==> config.mk <==
export PLATFORM = sky130hd
export DESIGN_NAME = multicycle_control_flat
export DESIGN_NICKNAME = d
export VERILOG_FILES = /design/src/rtl/multicycle_control_pkg.sv /design/src/rtl/multicycle_control_if.sv /design/src/rtl/multicycle_control_opcode_decode.sv /design/src/rtl/multicycle_control.sv /design/src/flat_wrapper.sv
export SDC_FILE = /design/constraint.sdc
export NUM_CORES = 1
export LEC_CHECK = 0
export ABC_AREA = 0
export CAP_MARGIN = 10
export CORE_AREA = 2 2 49 51
export DETAILED_ROUTE_END_ITERATION = 10
export DIE_AREA = 0 0 51 53
export GPL_ROUTABILITY_DRIVEN = 0
export HOLD_SLACK_MARGIN = 0.03
export PLACE_DENSITY = 0.76
export REMOVE_ABC_BUFFERS = 1
export SYNTH_ARGS = -nofsm -noshare
export SYNTH_HDL_FRONTEND = slang
export SYNTH_SLANG_ARGS = --single-unit
==> constraint.sdc <==
create_clock -name clk -period 2.15 [get_ports clk]
set_clock_uncertainty 0.1 [all_clocks]
set_input_delay 0.3225 -clock clk [delete_from_list [all_inputs] [get_ports clk]]
set_output_delay 0.3225 -clock clk [all_outputs]
set_load 0.02 [all_outputs]
==> src/rtl/multicycle_control_pkg.sv <==
// Shared constants and types for the multicycle controller: opcode values,
// ALU-op and PC-source encodings, FSM states and the one-hot opcode class.
package multicycle_control_pkg;

    // Opcode field values (instruction bits [6:0])
    localparam logic [6:0] OP_R_TYPE = 7'b0110011;
    localparam logic [6:0] OP_I_TYPE = 7'b0010011;
    localparam logic [6:0] OP_LOAD   = 7'b0000011;
    localparam logic [6:0] OP_STORE  = 7'b0100011;
    localparam logic [6:0] OP_B_TYPE = 7'b1100011;
    localparam logic [6:0] OP_JAL    = 7'b1101111;
    localparam logic [6:0] OP_JALR   = 7'b1100111;
    localparam logic [6:0] OP_LUI    = 7'b0110111;
    localparam logic [6:0] OP_AUIPC  = 7'b0010111;

    // ALU operation selector
    localparam logic [1:0] ALU_ADD = 2'b00;
    localparam logic [1:0] ALU_I   = 2'b01;
    localparam logic [1:0] ALU_R   = 2'b10;
    localparam logic [1:0] ALU_BR  = 2'b11;

    // PC source selector
    localparam logic [1:0] PC_PLUS4 = 2'b00;
    localparam logic [1:0] PC_IMM   = 2'b01;
    localparam logic [1:0] PC_RS1   = 2'b10;

    typedef enum logic [2:0] {
        S_FETCH,
        S_DECODE,
        S_EXEC,
        S_MEM,
        S_WB,
        S_TRAP
    } state_t;

    // One-hot opcode class; all-zero means unsupported opcode
    typedef struct packed {
        logic r_type;
        logic i_type;
        logic load;
        logic store;
        logic branch;
        logic jal;
        logic jalr;
        logic lui;
        logic auipc;
    } op_class_t;

endpackage

==> src/rtl/multicycle_control_if.sv <==
// Controller <-> datapath/memory signal bundle. The controller side is the
// master of the memory request; the datapath/memory side is the slave.
interface multicycle_control_if;

    logic [6:0] opcode;
    logic [2:0] func3;
    logic       br_cond;
    logic       mem_ready;

    logic       mem_req;
    logic       mem_we;
    logic       ir_write;
    logic       pc_write;
    logic [1:0] pc_src;
    logic       reg_write;
    logic       mem_to_reg;
    logic       alu_src;
    logic [1:0] alu_op;
    logic [2:0] rw_type;
    logic       illegal;
    logic       bus_err;
    logic       halted;

    modport master (
        input  opcode, func3, br_cond, mem_ready,
        output mem_req, mem_we, ir_write, pc_write, pc_src, reg_write,
               mem_to_reg, alu_src, alu_op, rw_type, illegal, bus_err, halted
    );

    modport slave (
        output opcode, func3, br_cond, mem_ready,
        input  mem_req, mem_we, ir_write, pc_write, pc_src, reg_write,
               mem_to_reg, alu_src, alu_op, rw_type, illegal, bus_err, halted
    );

endinterface

==> src/rtl/multicycle_control_opcode_decode.sv <==
// Combinational opcode classifier: one-hot class plus a legal flag.
module opcode_decode
    import multicycle_control_pkg::*;
(
    input  logic [6:0] opcode_i,
    output op_class_t  cls_o,
    output logic       legal_o
);

    // Exactly one class bit is set for a supported opcode, none otherwise
    always_comb begin
        cls_o        = '0;
        cls_o.r_type = (opcode_i == OP_R_TYPE);
        cls_o.i_type = (opcode_i == OP_I_TYPE);
        cls_o.load   = (opcode_i == OP_LOAD);
        cls_o.store  = (opcode_i == OP_STORE);
        cls_o.branch = (opcode_i == OP_B_TYPE);
        cls_o.jal    = (opcode_i == OP_JAL);
        cls_o.jalr   = (opcode_i == OP_JALR);
        cls_o.lui    = (opcode_i == OP_LUI);
        cls_o.auipc  = (opcode_i == OP_AUIPC);
        legal_o      = |cls_o;
    end

endmodule

==> src/rtl/multicycle_control.sv <==
// Multicycle instruction controller: FETCH/DECODE/EXEC/MEM/WB sequencing,
// memory wait timeout, sticky illegal/bus-error flags and a halting TRAP state.
module multicycle_control
    import multicycle_control_pkg::*;
#(
    parameter int MEM_TIMEOUT = 16,
    parameter int TO_W        = 5
) (
    input  logic                 clk,
    input  logic                 rst_n,
    multicycle_control_if.master bus
);

    if (MEM_TIMEOUT < 0 || MEM_TIMEOUT >= (1 << TO_W)) begin : g_to_range
        $error("MEM_TIMEOUT must fit in TO_W bits");
    end

    // Timeout fires when the last allowed wait cycle also sees no ready
    localparam bit            TO_EN   = (MEM_TIMEOUT != 0);
    localparam logic [TO_W-1:0] TO_LAST = TO_W'((MEM_TIMEOUT > 0) ? MEM_TIMEOUT - 1 : 0);

    state_t          state_q, state_d;
    logic [TO_W-1:0] cnt_q, cnt_d;
    logic            illegal_q, illegal_d;
    logic            bus_err_q, bus_err_d;

    op_class_t cls;
    logic      legal;

    logic       mem_req_c, mem_we_c, ir_write_c, pc_write_c;
    logic       reg_write_c, mem_to_reg_c, alu_src_c;
    logic [1:0] pc_src_c, alu_op_c;
    logic       in_access, to_hit;

    opcode_decode u_dec (
        .opcode_i (bus.opcode),
        .cls_o    (cls),
        .legal_o  (legal)
    );

    assign in_access = (state_q == S_FETCH) || (state_q == S_MEM);
    assign to_hit    = TO_EN && (cnt_q == TO_LAST) && !bus.mem_ready;

    // State, wait counter and sticky error flags
    always_ff @(posedge clk or negedge rst_n) begin
        if (!rst_n) begin
            state_q   <= S_FETCH;
            cnt_q     <= '0;
            illegal_q <= 1'b0;
            bus_err_q <= 1'b0;
        end else begin
            state_q   <= state_d;
            cnt_q     <= cnt_d;
            illegal_q <= illegal_d;
            bus_err_q <= bus_err_d;
        end
    end

    // Next state and control strobes from current state and inputs
    always_comb begin
        state_d      = state_q;
        illegal_d    = illegal_q;
        bus_err_d    = bus_err_q;
        mem_req_c    = 1'b0;
        mem_we_c     = 1'b0;
        ir_write_c   = 1'b0;
        pc_write_c   = 1'b0;
        pc_src_c     = PC_PLUS4;
        reg_write_c  = 1'b0;
        mem_to_reg_c = 1'b0;
        alu_src_c    = 1'b0;
        alu_op_c     = ALU_ADD;

        case (state_q)
            S_FETCH: begin
                mem_req_c = 1'b1;
                if (bus.mem_ready) begin
                    ir_write_c = 1'b1;
                    state_d    = S_DECODE;
                end else if (to_hit) begin
                    bus_err_d = 1'b1;
                    state_d   = S_TRAP;
                end
            end
            S_DECODE: begin
                if (!legal) begin
                    illegal_d = 1'b1;
                    state_d   = S_TRAP;
                end else begin
                    state_d = S_EXEC;
                end
            end
            S_EXEC: begin
                case (1'b1)
                    cls.r_type:                     alu_op_c = ALU_R;
                    cls.i_type: begin
                        alu_op_c  = ALU_I;
                        alu_src_c = 1'b1;
                    end
                    cls.load, cls.store, cls.jalr:  alu_src_c = 1'b1;
                    cls.branch:                     alu_op_c = ALU_BR;
                    cls.jal, cls.lui, cls.auipc:    alu_op_c = ALU_ADD;
                    default: ;
                endcase
                if (cls.branch) begin
                    // Branch resolves here; no writeback
                    pc_write_c = 1'b1;
                    pc_src_c   = bus.br_cond ? PC_IMM : PC_PLUS4;
                    state_d    = S_FETCH;
                end else if (cls.load || cls.store) begin
                    state_d = S_MEM;
                end else begin
                    state_d = S_WB;
                end
            end
            S_MEM: begin
                mem_req_c = 1'b1;
                mem_we_c  = cls.store;
                if (bus.mem_ready) begin
                    if (cls.store) begin
                        pc_write_c = 1'b1;
                        state_d    = S_FETCH;
                    end else begin
                        state_d = S_WB;
                    end
                end else if (to_hit) begin
                    bus_err_d = 1'b1;
                    state_d   = S_TRAP;
                end
            end
            S_WB: begin
                reg_write_c  = 1'b1;
                mem_to_reg_c = cls.load;
                pc_write_c   = 1'b1;
                pc_src_c     = cls.jal ? PC_IMM : (cls.jalr ? PC_RS1 : PC_PLUS4);
                state_d      = S_FETCH;
            end
            default: ;  // S_TRAP: everything quiet until reset
        endcase
    end

    // Wait counter: restart on any state change, count idle access cycles
    always_comb begin
        cnt_d = cnt_q;
        if (state_d != state_q) begin
            cnt_d = '0;
        end else if (in_access && !bus.mem_ready) begin
            cnt_d = cnt_q + TO_W'(1);
        end
    end

    // Outputs are forced quiet while reset is held
    assign bus.mem_req    = rst_n & mem_req_c;
    assign bus.mem_we     = rst_n & mem_we_c;
    assign bus.ir_write   = rst_n & ir_write_c;
    assign bus.pc_write   = rst_n & pc_write_c;
    assign bus.pc_src     = rst_n ? pc_src_c : 2'b00;
    assign bus.reg_write  = rst_n & reg_write_c;
    assign bus.mem_to_reg = rst_n & mem_to_reg_c;
    assign bus.alu_src    = rst_n & alu_src_c;
    assign bus.alu_op     = rst_n ? alu_op_c : 2'b00;
    assign bus.rw_type    = bus.func3;
    assign bus.illegal    = rst_n & illegal_q;
    assign bus.bus_err    = rst_n & bus_err_q;
    assign bus.halted     = rst_n & (state_q == S_TRAP);

endmodule

==> src/flat_wrapper.sv <==
// flat-port wrapper written by rule: the top's interface ports become plain ports
module multicycle_control_flat import multicycle_control_pkg::*;
#(
    parameter int MEM_TIMEOUT = 16,
    parameter int TO_W        = 5
)
  (clk, rst_n, bus_opcode, bus_func3, bus_br_cond, bus_mem_ready, bus_mem_req, bus_mem_we, bus_ir_write, bus_pc_write, bus_pc_src, bus_reg_write, bus_mem_to_reg, bus_alu_src, bus_alu_op, bus_rw_type, bus_illegal, bus_bus_err, bus_halted);
  multicycle_control_if bus_i ();
  input  logic clk;
  input  logic rst_n;
  input wire logic [$bits(bus_i.opcode)-1:0] bus_opcode;
  input wire logic [$bits(bus_i.func3)-1:0] bus_func3;
  input wire logic [$bits(bus_i.br_cond)-1:0] bus_br_cond;
  input wire logic [$bits(bus_i.mem_ready)-1:0] bus_mem_ready;
  output wire logic [$bits(bus_i.mem_req)-1:0] bus_mem_req;
  output wire logic [$bits(bus_i.mem_we)-1:0] bus_mem_we;
  output wire logic [$bits(bus_i.ir_write)-1:0] bus_ir_write;
  output wire logic [$bits(bus_i.pc_write)-1:0] bus_pc_write;
  output wire logic [$bits(bus_i.pc_src)-1:0] bus_pc_src;
  output wire logic [$bits(bus_i.reg_write)-1:0] bus_reg_write;
  output wire logic [$bits(bus_i.mem_to_reg)-1:0] bus_mem_to_reg;
  output wire logic [$bits(bus_i.alu_src)-1:0] bus_alu_src;
  output wire logic [$bits(bus_i.alu_op)-1:0] bus_alu_op;
  output wire logic [$bits(bus_i.rw_type)-1:0] bus_rw_type;
  output wire logic [$bits(bus_i.illegal)-1:0] bus_illegal;
  output wire logic [$bits(bus_i.bus_err)-1:0] bus_bus_err;
  output wire logic [$bits(bus_i.halted)-1:0] bus_halted;
  assign bus_i.opcode = bus_opcode;
  assign bus_i.func3 = bus_func3;
  assign bus_i.br_cond = bus_br_cond;
  assign bus_i.mem_ready = bus_mem_ready;
  assign bus_mem_req = bus_i.mem_req;
  assign bus_mem_we = bus_i.mem_we;
  assign bus_ir_write = bus_i.ir_write;
  assign bus_pc_write = bus_i.pc_write;
  assign bus_pc_src = bus_i.pc_src;
  assign bus_reg_write = bus_i.reg_write;
  assign bus_mem_to_reg = bus_i.mem_to_reg;
  assign bus_alu_src = bus_i.alu_src;
  assign bus_alu_op = bus_i.alu_op;
  assign bus_rw_type = bus_i.rw_type;
  assign bus_illegal = bus_i.illegal;
  assign bus_bus_err = bus_i.bus_err;
  assign bus_halted = bus_i.halted;
  multicycle_control #(.MEM_TIMEOUT(MEM_TIMEOUT), .TO_W(TO_W)) u_core (.clk(clk), .rst_n(rst_n), .bus(bus_i));
endmodule
==> results.tsv, run 1 <==
stage	metric	value	unit
clock_network	cts_tree	done	
grt	grt_max_degree	17	
clock_network	htreeDepth	1	
route	postRouteWirelength	2600	µm
route	vias_per_cell	5.41	
worst_setup_path	cp_data_arrival_time	1.65	ns
sta	rsz0062_at_grt	false	
die	coreArea	0.00215	mm²
cells_and_area	syn2layout_area_growth	52.8	%
die	dieArea	0.00270	mm²
die	rows	17	
clock_network	clk_pin_slew	0.06	ns
grt	grt_pass1_wl	4290	µm
worst_setup_path	critical_path_class	in2out	
grt	grt_usage	21.1	%
sta	maxSlewHeadroom	61.2	%
logic_synthesis	ys_seq_elements	10	
cells_and_area	fillers	184	
cells_and_area	layout.cells.non_filler	190	
placed_design	portBuffers	24	
route	drc	0	
sta	min_period	2.07	ns
worst_setup_path	reg2reg_slack	0.15	ns
worst_setup_path	reg2reg_to	u_core.cnt_q[4]	
worst_setup_path	critPathLaunch	bus_opcode[2]	
route	vias	1028	
pwr	p_total	1.17	mW
route	ant_nets	0	
worst_setup_path	r2r_start	u_core.cnt_q[0]	
clock_network	cts_buffer_depth	2	
cells_and_area	multi_input_area	652	µm²
die	fp.dieW	51	µm
hold_path	hold_class	reg2reg	
placed_design	pre_cts_slack	-0.619	ns
route	drtIter0Drc	18	
clock_network	root_buffer	clkbuf_4	
die	ios	31	
sta	tightestPinTransition	0.576	ns
placed_design	placed_area	0.00137	mm²
cells_and_area	final_core_util	66.2	%
pwr	powerDensity	821	mW/mm²
route	dr.pass1.iters	4	
logic_synthesis	synth_ff_type	dfrtp_1	
sta	fin_crit_sh	96.5	%
worst_setup_path	r2r_cells	7	
sta	finalSetupTns	0	ns
hold_path	min_to	u_core.bus_err_q	
worst_setup_path	critical_path_required	1.73	ns
pwr	p_leak	0.658	nW
cells_and_area	drive_gt1_share	32.1	%
die	die-height	53	µm
clock_network	clkSinkCount	10	
clock_network	holdBufCountCts	0	
logic_synthesis	synthArstFlopShare	100	%
sta	final_hold_viol_count	0	
logic_synthesis	synth.distinct_cells	44	
placed_design	hpwl	2060	µm
logic_synthesis	synth_cells	116	
sta	timing.final.ws_setup	0.0752	ns
clock_network	clock_latency	0.26	ns
logic_synthesis	ys_seq_area_share	26.9	%
sta	setup_viol	0	
sta	timing.fmax	482	MHz
pwr	ir_drop	0.699	mV
route	wl_per_cell	13.7	µm
worst_setup_path	endpoint_kind	output port	
logic_synthesis	syn_area_per_cell	8.02	µm²
logic_synthesis	synth_edf_count	0	
status	run_status	completed	
die	initial_core_util	43.3	%
hold_path	hold_path_depth	1	
cells_and_area	regArea	250	µm²
clock_network	cts_made_buffers	3	
hold_path	min_from	u_core.bus_err_q	
logic_synthesis	ys_warn_count	0	
worst_setup_path	worst-path-max-fanout	3	
logic_synthesis	syn_area	931	µm²
worst_setup_path	cp-start-kind	input pin	
grt	gr-total-overflow	0	
cells_and_area	final_area	0.00142	mm²
grt	grt_pass1_vias	1010	
cells_and_area	diodes	0	
job	max-cap-violations	0	
cells_and_area	final_net_count	179	
sta	maxSlewViolCount	0	
placed_design	place_inst	185	
grt	antenna_found_initial	0	
sta	holdWs	0.350	ns
[worst max-delay path: stages]
cell and delay (ns):
dlygate4sd2_1 0.24, nand4bb_4 0.22, or3_4 0.37, buf_6 0.14
nor2_1 0.09, clkdlybuf4s15_2 0.26
[final cells by class]
| cell class | count | area share [%] |
|---|---|---|
| Clock buffer | 4 | 2.55 |
| Timing Repair Buffer | 54 | 31.0 |
| Multi-Input combinational cell | 92 | 45.8 |
| Tap cell | 28 | 2.46 |
| Inverter | 2 | 0.528 |
| Sequential cell | 10 | 17.6 |
[sequential cells by signal, summed over array words and instances, names as in the netlist]
register	count
u_core.bus_err_q	1
u_core.cnt_q	5
u_core.illegal_q	1
u_core.state_q	3
[cell families after synthesis]
family	share of synthesized area (%)
AND/OR/NAND/NOR	37.4
XOR/XNOR	4.71
flip-flops	26.9
adder cells (fa/ha/maj)	2.69
AO/OA/AOI/OAI	20.2
multiplexers	1.08
buffers and inverters	7.12
[worst max-delay path by stage]
stage                                to  slack (ns)  depth (start not counted)
final                        bus_mem_we        0.08                          6
after global routing       bus_ir_write       0.008                          5
after CTS                  bus_pc_write       -0.03                          6
after detailed placement   bus_pc_write       -0.62                          6
after global placement     bus_pc_write       -0.62                          6
after floorplan           bus_alu_op[0]       -0.12                          2
[layout by cell type, fill, tap and decap left out, types with 4 or more instances in the layout]
cell type,instances
nand2_1,7
nor3_1,4
dlygate4sd2_1,7
nor2b_1,4
nand2b_1,5
buf_2,4
buf_4,29
nor2_1,14
dfrtp_1,10
[routing by layer]
metal | wire length (µm) | share of wire, % | GRT usage [%] | vias to the layer above
li1 | - | - | - | 513
met1 | 1050 | 40 | 23.0 | 480
met2 | 1380 | 53 | 40.3 | 30
met3 | 130 | 5.0 | 4.24 | 5
met4 | 36 | 1.4 | 7.21 | 0
met5 | 0 | 0 | 0 | -
[power breakdown]
| part | switching (mW) | internal (mW) | total, mW |
|---|---|---|---|
| combinational | 0.384 | 0.364 | 0.748 |
| clock | 0.0612 | 0.103 | 0.164 |
| sequential | 0.0244 | 0.232 | 0.257 |
| total | 0.470 | 0.699 | 1.17 |
[synth_stat cells, types with 2 or more instances]
| master | count | area share [%] |
|---|---|---|
| nand2_1 | 7 | 2.8 |
| a31oi_1 | 2 | 1.3 |
| xor2_1 | 3 | 2.8 |
| nor2_1 | 14 | 5.6 |
| nor3b_1 | 2 | 1.6 |
| nor4_1 | 4 | 2.7 |
| a21o_1 | 3 | 2.4 |
| a21oi_1 | 2 | 1.1 |
| dfrtp_1 | 10 | 27 |
| ha_1 | 2 | 2.7 |
| nor3_1 | 6 | 3.2 |
| buf_4 | 3 | 2.4 |
| and3_1 | 2 | 1.3 |
| nor2b_1 | 4 | 2.7 |
| o31ai_1 | 2 | 1.6 |
| o21ai_0 | 3 | 1.6 |
| inv_1 | 2 | 0.81 |
| and2_1 | 3 | 2.0 |
| nand2b_1 | 5 | 3.4 |
| xnor2_1 | 2 | 1.9 |
| clkbuf_1 | 7 | 2.8 |
| a211oi_1 | 3 | 2.4 |
| buf_2 | 2 | 1.1 |
| nand3_1 | 3 | 1.6 |
[timing repair]
item | 4_1_cts | 5_1_grt
buffers inserted | 1 | 0
setup endpoints to repair | 14 | 9
gates resized for setup | 45 | 18
pin swaps | 4 | 3
Power figures use the tool's default switching activity.
==> run 2, diff against run 1 <==
--- a/config.mk
+++ b/config.mk
@@ -10,10 +10,10 @@
 export CORE_AREA = 2 2 49 51
 export DETAILED_ROUTE_END_ITERATION = 10
 export DIE_AREA = 0 0 51 53
-export GPL_ROUTABILITY_DRIVEN = 0
 export HOLD_SLACK_MARGIN = 0.03
 export PLACE_DENSITY = 0.76
 export REMOVE_ABC_BUFFERS = 1
+export SLEW_MARGIN = 5
 export SYNTH_ARGS = -nofsm -noshare
 export SYNTH_HDL_FRONTEND = slang
 export SYNTH_SLANG_ARGS = --single-unit
==> results of run 2 <==
Same layout as run 1: the final DEF is identical, and so are final timing and power.
==> run 3, diff against run 2 <==
--- a/config.mk
+++ b/config.mk
@@ -6,10 +6,11 @@
 export NUM_CORES = 1
 export LEC_CHECK = 0
 export ABC_AREA = 0
-export CAP_MARGIN = 10
-export CORE_AREA = 2 2 49 51
+export CAP_MARGIN = 20
+export CORE_AREA = 3 3 50 52
 export DETAILED_ROUTE_END_ITERATION = 10
-export DIE_AREA = 0 0 51 53
+export DIE_AREA = 0 0 53 55
+export GPL_ROUTABILITY_DRIVEN = 1
 export HOLD_SLACK_MARGIN = 0.03
 export PLACE_DENSITY = 0.76
 export REMOVE_ABC_BUFFERS = 1
==> run 3 against run 2 <==
  * Power is 2.0% higher
  * Sequential share of layout area is 0.30 points lower
  * Final area is 1.8% higher
  * Cell count is 2.1% higher
  * Count of clock-buffer cells in the layout stayed put
  * Critical path type unchanged
  * Critical endpoint is now bus_pc_write
  * Largest power group unchanged
  * Highest routed layer unchanged
==> results.tsv, run 3 (same netlist as run 1, synthesis figures left out) <==
stage	metric	value	unit	change
status	run_status	completed		unchanged
route	postRouteWirelength	2850	µm	was 2600 µm
cells_and_area	regMostFlops	u_core.cnt_q		unchanged
worst_setup_path	critical-path-top-delay-family	buffers and inverters		was simple AND/OR/NAND/NOR gates
clock_network	clkSinkCount	10		unchanged
cells_and_area	reg_top3	u_core.cnt_q x5, u_core.state_q x3		unchanged
route	drtIter0Drc	13		was 18
grt	antenna_found_initial	0		unchanged
clock_network	htreeDepth	1		unchanged
clock_network	clk_pin_slew	0.07	ns	was 0.06 ns
cells_and_area	diodes	0		unchanged
worst_setup_path	cp-start-kind	input pin		unchanged
grt	grt_max_degree	17		unchanged
route	drc	0		unchanged
clock_network	cts_made_buffers	3		unchanged
cells_and_area	layout.cells.non_filler	194		was 190
sta	final_hold_viol_count	0		unchanged
worst_setup_path	slowest_stage	clkdlybuf4s50_1		was or3_4
route	vias_per_cell	5.52		was 5.41
sta	rsz0062_at_grt	true		was false
die	rows	17		unchanged
grt	grt_pass1_wl	4450	µm	was 4290 µm
worst_setup_path	critical_path_class	in2out		unchanged
clock_network	clock_latency	0.27	ns	was 0.26 ns
sta	fin_crit_sh	98.2	%	was 96.5%
clock_network	cts_buffer_depth	2		unchanged
pwr	ir_drop	0.780	mV	was 0.699 mV
sta	tightestPinTransition	0.576	ns	about the same
route	vias	1070		was 1028
die	dieArea	0.00292	mm²	was 0.00270 mm²
worst_setup_path	cp_data_arrival_time	1.69	ns	was 1.65 ns
die	initial_core_util	43.3	%	unchanged
worst_setup_path	slowest_delay	0.56	ns	was 0.37 ns
worst_setup_path	worst-path-max-fanout	6		was 3
clock_network	root_buffer	clkbuf_4		unchanged
cells_and_area	largest_reg_flops	5		unchanged
route	ant_nets	0		unchanged
sta	timing.fmax	474	MHz	was 482 MHz
placed_design	portBuffers	24		unchanged
cells_and_area	drive_gt1_share	34.3	%	was 32.1%
route	top_layer	met4		unchanged
worst_setup_path	critical_path_required	1.73	ns	about the same
placed_design	place_inst	185		unchanged
pwr	powerDensity	823	mW/mm²	was 821 mW/mm²
route	drt-met1-wl	1150	µm	was 1050 µm
clock_network	holdBufCountCts	0		unchanged
pwr	p_leak	0.666	nW	was 0.658 nW
placed_design	routabilityCongestion	0.853		was 0.816
sta	maxSlewHeadroom	61.2	%	about the same
hold_path	hold_class	in2async		was reg2reg
pwr	p_total	1.19	mW	was 1.17 mW
route	wl_per_cell	14.7	µm	was 13.7 µm
worst_setup_path	crit_chain	clkdlybuf4s50_1 > buf_4 > nand2_1 > o31ai_2 > o311a_1 > buf_6		was dlygate4sd2_1 > nand4bb_4 > or3_4 > buf_6 > nor2_1 > clkdlybuf4s15_2
route	dr.pass1.iters	4		unchanged
cells_and_area	final_net_count	183		was 179
die	fp.dieW	53	µm	was 51 µm
sta	maxSlewViolCount	0		unchanged
die	ios	31		unchanged
sta	min_period	2.11	ns	was 2.07 ns
worst_setup_path	endpoint_kind	output port		unchanged
worst_setup_path	crit_buf_inv	3		unchanged
cells_and_area	final_core_util	67.4	%	was 66.2%
cells_and_area	final_common_cell	buf_4		unchanged
route	wl_met2	1520	µm	was 1380 µm
placed_design	hpwl	2150	µm	was 2060 µm
route	met3_length	118	µm	was 130 µm
clock_network	cts_tree	done		unchanged
job	max-cap-violations	0		unchanged
cells_and_area	syn2layout_area_growth	55.5	%	was 52.8%
die	coreArea	0.00215	mm²	unchanged
cells_and_area	fillers	187		was 184
grt	grt_usage	20.7	%	was 21.1%
grt	gr-total-overflow	0		unchanged
die	die-height	55	µm	was 53 µm
grt	grt_pass1_vias	1076		was 1010
sta	setup_viol	0		unchanged
cells_and_area	layout_common_cells	33 x buf_4, 14 x nor2_1, 10 x dfrtp_1, 7 x nand2_1, 6 x dlygate4sd2_1		was 29 x buf_4, 14 x nor2_1, 10 x dfrtp_1, 7 x nand2_1, 7 x dlygate4sd2_1
-- run 3: cell types whose count changed in the layout (fill, tap and decap cells not counted) --
cell,delta
clkdlybuf4s15_2,-1
clkbuf_2,+1
clkdlybuf4s15_1,+2
a21oi_1,-1
buf_4,+4
dlygate4sd2_1,-1
o31ai_4,-1
clkdlybuf4s50_1,+1
o31ai_2,+1
nand2b_1,-1
buf_2,-1
dlymetal6s2s_1,-1
nand2b_2,+1
a21oi_2,+1
-- run 3: per-layer routing --
metal / GRT usage (%) / vias up
met3: 3.49 / 8
met5: 0 / -
li1: - / 520
met1: 20.5 / 515
met4: 11.1 / 0
met2: 40.9 / 27
-- run 3: per-stage QoR --
step | setup WS, ns | hold WS, ns | TNS [ns] | area [µm²]
final | 0.0387 | 0.275 | 0 | 1450
after CTS | 0.00357 | 0.261 | 0 | 1370
after global placement | -0.620 | 0.336 | -4.45 | 1370
after floorplan | -0.115 | -0.0731 | -0.200 | 872
after detailed placement | -0.654 | 0.341 | -4.74 | 1370
after global routing | -0.0131 | 0.274 | -0.0148 | 1450
-- run 3: power by group --
part,switching [mW],internal [mW]
Combinational,0.399,0.365
Clock,0.0662,0.103
Sequential,0.0258,0.232
-- run 3: worst register-to-register path: stages, from the launching register on --
cell	delay (ns)
dfrtp_1	0.41
ha_1	0.22
and3_1	0.18
ha_1	0.21
buf_4	0.15
nor3_1	0.13
nor2_1	0.06
o2bb2ai_1	0.21
a211oi_1	0.10
-- run 3: area by class of cell --
cell class	instances	area, µm²	area share [%]
tap	28	35.0	2.42
clock buffer	4	36.3	2.51
sequential	10	250	17.3
inverter	2	7.51	0.519
multi-input combinational	92	649	44.9
timing repair buffer	58	469	32.4
-- run 3: worst paths after layout --
check / startpoint / end / slack, ns / cells past startpoint
worst max-delay path: bus_opcode[5] / bus_pc_write / 0.04 / 6
worst min-delay path: rst_n / u_core.state_q[1] / 0.27 / 2
worst max register to register: u_core.cnt_q[0] / u_core.state_q[0] / 0.24 / 8
worst min register to register: u_core.bus_err_q / u_core.bus_err_q / 0.36 / 1
max in group asynchronous: rst_n / u_core.cnt_q[2] / 1.34 / 3
min in group clk: u_core.bus_err_q / u_core.bus_err_q / 0.36 / 1
-- run 3: timing repair --
action / in CTS / in global routing
setup endpoints to repair: 14 / 10
pin swaps: 3 / 4
buffers inserted: 0 / 5
gates resized for setup: 43 / 19
